## config.mk

```make
export PLATFORM = sky130hd
export DESIGN_NAME = bp_fe_replay_queue
export DESIGN_NICKNAME = d
export VERILOG_FILES = /design/src/rtl/bp_fe_replay_queue.sv
export SDC_FILE = /design/constraint.sdc
export NUM_CORES = 1
export LEC_CHECK = 0
export ABC_AREA = 1
export CORE_ASPECT_RATIO = 1.4
export CORE_MARGIN = 1.5
export CORE_UTILIZATION = 49
export CTS_BUF_LIST = sky130_fd_sc_hd__clkbuf_4 sky130_fd_sc_hd__clkbuf_8
export DETAILED_ROUTE_END_ITERATION = 10
export PLACE_DENSITY = 0.79
export SETUP_SLACK_MARGIN = 0.5
export SYNTH_ARGS = -nofsm -noshare
export SYNTH_HDL_FRONTEND = slang
export SYNTH_SLANG_ARGS = --single-unit
```

## constraint.sdc

```tcl
create_clock -name clk_i -period 5.25 [get_ports clk_i]
set_input_delay 1.05 -clock clk_i [delete_from_list [all_inputs] [get_ports clk_i]]
set_output_delay 1.05 -clock clk_i [all_outputs]
set_load 0.01 [all_outputs]
```

## src/rtl/bp_fe_replay_queue.sv

```systemverilog
// bp_fe_replay_queue: rollback queue between the fetch-address source and the I$.
// Entries stay resident after being read until committed; a roll rewinds the
// read pointer to the oldest uncommitted entry so missed fetches are replayed.
// Up to commit_width_p entries can be retired per cycle.
//
// Optional feature: define BP_FE_REPLAY_QUEUE_STATS_EN to add the saturating
// roll_cnt_o / replay_cnt_o statistics counters. Without it the ports and the
// counter logic are absent; the core queue behaves identically in both builds.
//
// Handshake: enqueue happens when v_i & ready_o; dequeue (read) happens when
// yumi_i is high, and yumi_i may only be raised while v_o is high. ready_o and
// v_o are functions of registered state only, never of same-cycle inputs.
module bp_fe_replay_queue #(
  parameter int width_p        = 64,
  parameter int els_p          = 8,
  parameter int commit_width_p = 2,
  localparam int addr_w        = $clog2(els_p),
  localparam int ptr_w         = addr_w + 1,
  localparam int cnt_w         = $clog2(els_p + 1),
  localparam int ccw           = $clog2(commit_width_p + 1)
) (
  input  logic               clk_i,
  input  logic               reset_i,
  input  logic               clr_v_i,
  input  logic               roll_v_i,
  input  logic [ccw-1:0]     commit_cnt_i,
  input  logic [width_p-1:0] data_i,
  input  logic               v_i,
  output logic               ready_o,
  output logic [width_p-1:0] data_o,
  output logic               v_o,
  input  logic               yumi_i,
  output logic [cnt_w-1:0]   count_o,
  output logic [cnt_w-1:0]   inflight_o
`ifdef BP_FE_REPLAY_QUEUE_STATS_EN
  ,
  output logic [31:0]        roll_cnt_o,
  output logic [31:0]        replay_cnt_o
`endif
);

  // Pointers carry one extra wrap bit so full and empty are distinguishable.
  logic [ptr_w-1:0]   wptr_r, rptr_r, cptr_r;
  logic [ptr_w-1:0]   wptr_n, rptr_n, cptr_n;
  logic               enq;
  logic [width_p-1:0] mem [els_p];

  assign count_o    = cnt_w'(wptr_r - cptr_r);
  assign inflight_o = cnt_w'(rptr_r - cptr_r);
  assign ready_o    = (count_o != cnt_w'(els_p));
  assign v_o        = (rptr_r != wptr_r);
  assign data_o     = mem[rptr_r[addr_w-1:0]];

  // A clear drops any same-cycle enqueue, so it is folded into the write enable.
  assign enq = v_i & ready_o & ~clr_v_i;

  // Next-pointer logic: clear > roll > (enqueue, yumi, commit concurrently).
  always_comb begin
    wptr_n = wptr_r;
    rptr_n = rptr_r;
    cptr_n = cptr_r;
    if (clr_v_i) begin
      rptr_n = wptr_r;
      cptr_n = wptr_r;
    end else begin
      wptr_n = wptr_r + ptr_w'(enq);
      cptr_n = cptr_r + ptr_w'(commit_cnt_i);
      // The rewind lands after this cycle's commit; a yumi in a roll cycle is lost.
      if (roll_v_i) rptr_n = cptr_n;
      else          rptr_n = rptr_r + ptr_w'(yumi_i);
    end
  end

  // Pointer registers with synchronous reset.
  always_ff @(posedge clk_i) begin
    if (reset_i) begin
      wptr_r <= '0;
      rptr_r <= '0;
      cptr_r <= '0;
    end else begin
      wptr_r <= wptr_n;
      rptr_r <= rptr_n;
      cptr_r <= cptr_n;
    end
  end

  // Storage write port; contents are not reset, pointers define validity.
  always_ff @(posedge clk_i) begin
    if (enq && !reset_i) mem[wptr_r[addr_w-1:0]] <= data_i;
  end

  // Protocol checks on consumer-side inputs (not evaluated in clear cycles).
  always @(posedge clk_i) begin
    if (!reset_i && !clr_v_i) begin
      assert (!yumi_i || v_o)
        else $error("yumi_i raised while v_o is low");
      assert ((ptr_w+1)'(commit_cnt_i) <= (ptr_w+1)'(inflight_o) + (ptr_w+1)'(yumi_i))
        else $error("commit_cnt_i exceeds in-flight entries");
    end
  end

`ifdef BP_FE_REPLAY_QUEUE_STATS_EN
  logic [31:0]      roll_cnt_r, replay_cnt_r;
  logic [ptr_w-1:0] rewound;
  logic             roll_eff;
  logic [32:0]      replay_sum;

  // A roll counts only when something was actually read (before or in this cycle).
  assign roll_eff   = roll_v_i & ~clr_v_i & ((inflight_o != '0) | yumi_i);
  assign rewound    = rptr_r + ptr_w'(yumi_i) - cptr_n;
  assign replay_sum = {1'b0, replay_cnt_r} + 33'(rewound);

  // Saturating statistics counters; only reset clears them, clr_v_i does not.
  always_ff @(posedge clk_i) begin
    if (reset_i) begin
      roll_cnt_r   <= '0;
      replay_cnt_r <= '0;
    end else if (roll_eff) begin
      if (roll_cnt_r != 32'hFFFF_FFFF) roll_cnt_r <= roll_cnt_r + 32'd1;
      replay_cnt_r <= replay_sum[32] ? 32'hFFFF_FFFF : replay_sum[31:0];
    end
  end

  assign roll_cnt_o   = roll_cnt_r;
  assign replay_cnt_o = replay_cnt_r;
`endif

endmodule

```

==> metrics.cfg <==
[status]
status = complete, no violations

[floorplanning]
die_y_um = 247
die_area_um2 = 43700
io_pins = 146
rows = 89
die_w_um = 177
initial_utilization = 0.496
fp.coreArea_um2 = 42000

[setup_path]
cp.required_ns = 4.20
endpoint_kind = output pin
worst-path-max-fanout = 72
path_class = reg2out
critPathSlowestCell = clkdlybuf4s50_1
crit_chain = buf_4 > buf_6 > o21ai_0 > o22ai_1 > nand2_1 > nand2_1 > clkdlybuf4s50_1
path_common_cell = nand2_1
cp.arrival_ns = 3.35
worst-path-buf-inv = 3
path_delay_family = buffers and inverters
max_stage_delay_ns = 0.56
crit_path_start_kind = register

[yosys]
synth_edf_count = 512
yosys-top-cells-area = edfxtp_1, nor2_1, nand2_1
yosysTopAreaCell = edfxtp_1
avgSynthCellArea_um2 = 13.1
ys_types = 29
syn_area_um2 = 20800
synth_top_flop_cell = edfxtp_1
synth_top_area_frac = 0.739
ys_async_sr_fraction = 0
postSynthNetCount = 1680
netlist_instances = 1593
yosysWarnings = 0
ys_seq_area_frac = 0.750
ys_seq_elements = 524

[place]
gp_congestion = 0.753
preCtsSetupSlack_ns = 1.30
dp_hpwl_um = 26000
place_area_um2 = 22600
portBuffers = 145

[routing]
drt-total-wl_um = 48000
drt_iter0_markers = 1275
final_antenna_net_count = 0
vias = 13300
drt_pass1_iterations = 5
drc_errors = 0
vias_per_cell = 5.67
routedWlPerCell_um = 20.4

[clock_network]
cts_setup_buffers = 0
cts_buffers = 73
clk_pin_slew_ns = 0.07
cts_tree = yes
cts_root_buf = clkbuf_8
htree_levels = 3
cts_sinks = 524
cts.path.max_buffers = 3
clk_latency_ns = 0.63

[cells_and_area]
final_util = 0.572
finish.instance_area_um2 = 24000
area_growth_pct = 15.4
layout-drive-gt1-share = 0.0869
final_nets = 1825
fill_cells = 3220

[sta]
relSlewSlack = 0.268
final-max-slew-violation-count = 0
finalHoldViolCount = 0
setup_viol = 0
period_share = 0.838
rsz0062_at_grt = false
period_needed_ns = 4.40
fin_ws_ns = 0.851
fmax_mhz = 227
worst_slew_pin_slew_ns = 1.10
clock_skew_ns = 0.0179
setup_tns_ns = 0

[grt]
grt_max_degree = 259
grt_pass1_vias = 13500
grt_pass1_wl_um = 73800
antenna_found_initial = 4
grt.overflow.total = 0
track_usage = 0.222

[run]
max_cap_viol_count = 0

[min_path]
hp-class = reg2reg

[power_and_ir_drop]
ir_drop_mv = 0.264
p_leak_nw = 8.11
cellPowerDensity_nw_per_um2 = 352
power_mw = 8.46

## worst min-delay path: stages, from the launching register on
cell and delay, ns:
dfxtp_1 0.36, nand2_1 0.10, a21oi_1 0.06
## placed cells by master (no fill, tap or decap), drive strengths merged
master | netlist | final
inv | 24 | 26
a21oi | 12 | 12
xor2 | 3 | 3
nand2 | 221 | 221
buf | 55 | 26
o22ai | 128 | 128
clkinvlp | 0 | 2
clkdlybuf4s50 | 0 | 145
and2 | 1 | 1
clkbuf | 46 | 97
dfxtp | 12 | 12
o21a | 1 | 1
nand3 | 17 | 17
nor2 | 270 | 270
or2 | 3 | 3
edfxtp | 512 | 512
o21ai | 260 | 260
ha | 12 | 12
nor3 | 2 | 2
fa | 3 | 3
clkinv | 1 | 32
diode | 0 | 3
nand4 | 2 | 2
bufinv | 0 | 1
a31oi | 1 | 1
xnor2 | 7 | 7
## final cells by class
type                            count  area, µm²  area share
Antenna cell                        3       7.51    0.000313
Sequential cell                   524      15600       0.650
Clock inverter                     36        205     0.00854
Tap cell                          546        683      0.0284
Clock buffer                       97       1190      0.0496
Timing Repair Buffer              171       1700      0.0708
Multi-Input combinational cell    943       4510       0.188
Inverter                           25        100     0.00417
## sequential cells by signal, summed over array words and instances (netlist names)
name / flops
cptr_r: 4
mem: 512
rptr_r: 4
wptr_r: 4
## cells by family (layout without fill, tap and decap cells)
| group | Yosys count | count (layout) | share of synthesized area |
|---|---|---|---|
| other | 0 | 3 | 0 |
| buffers and inverters | 126 | 329 | 0.0357 |
| AO/OA/AOI/OAI | 402 | 402 | 0.105 |
| adder cells (fa/ha/maj) | 15 | 15 | 0.0101 |
| AND/OR/NAND/NOR | 516 | 516 | 0.0949 |
| XOR/XNOR | 10 | 10 | 0.00421 |
| flip-flops | 524 | 524 | 0.750 |
## worst paths after layout
kind,depth (start not counted),slack (ns),startpoint,end
worst max-delay path,7,0.85,rptr_r[1],data_o[47]
worst max register to register,11,1.92,wptr_r[0],mem[7][34]
worst min-delay path,2,0.56,wptr_r[3],rptr_r[3]
worst min register to register,2,0.56,wptr_r[3],rptr_r[3]
## per-layer routing
metal / vias to the layer above / routed length [µm] / track usage
met5: - / 14 / 0
met4: 2 / 1680 / 0.101
met3: 109 / 3390 / 0.0412
met2: 543 / 25100 / 0.389
met1: 6538 / 17800 / 0.264
li1: 6112 / - / -
## synthesized netlist by cell type, drive strengths merged (2+ instances only)
master	number
edfxtp	512
nor2	270
o21ai	260
nand2	221
o22ai	128
buf	55
clkbuf	46
inv	24
nand3	17
a21oi	12
dfxtp	12
ha	12
xnor2	7
fa	3
or2	3
xor2	3
nand4	2
nor3	2
## power by group
group | total, mW | switching, mW | internal [mW]
logic | 0.801 | 0.477 | 0.324
registers | 4.63 | 0.0111 | 4.62
clock network | 3.03 | 1.49 | 1.54
total | 8.46 | 1.98 | 6.48
## timing repair
item                                    in CTS  in global routing
hold endpoints to repair                     0                  0
gates resized for setup                      0                  1
hold buffers                                 0                  0
endpoints found under the setup margin       0                  3
## metrics by stage
step / hold slack, ns / cells
6_report: 0.563 / 2345
5_1_grt: 0.591 / 2344
4_1_cts: 0.565 / 2342
3_5_place_dp: 0.556 / 2209
3_3_place_gp: 0.542 / 2209
2_1_floorplan: 0.507 / 1593
(Power assumes the default switching activity.)
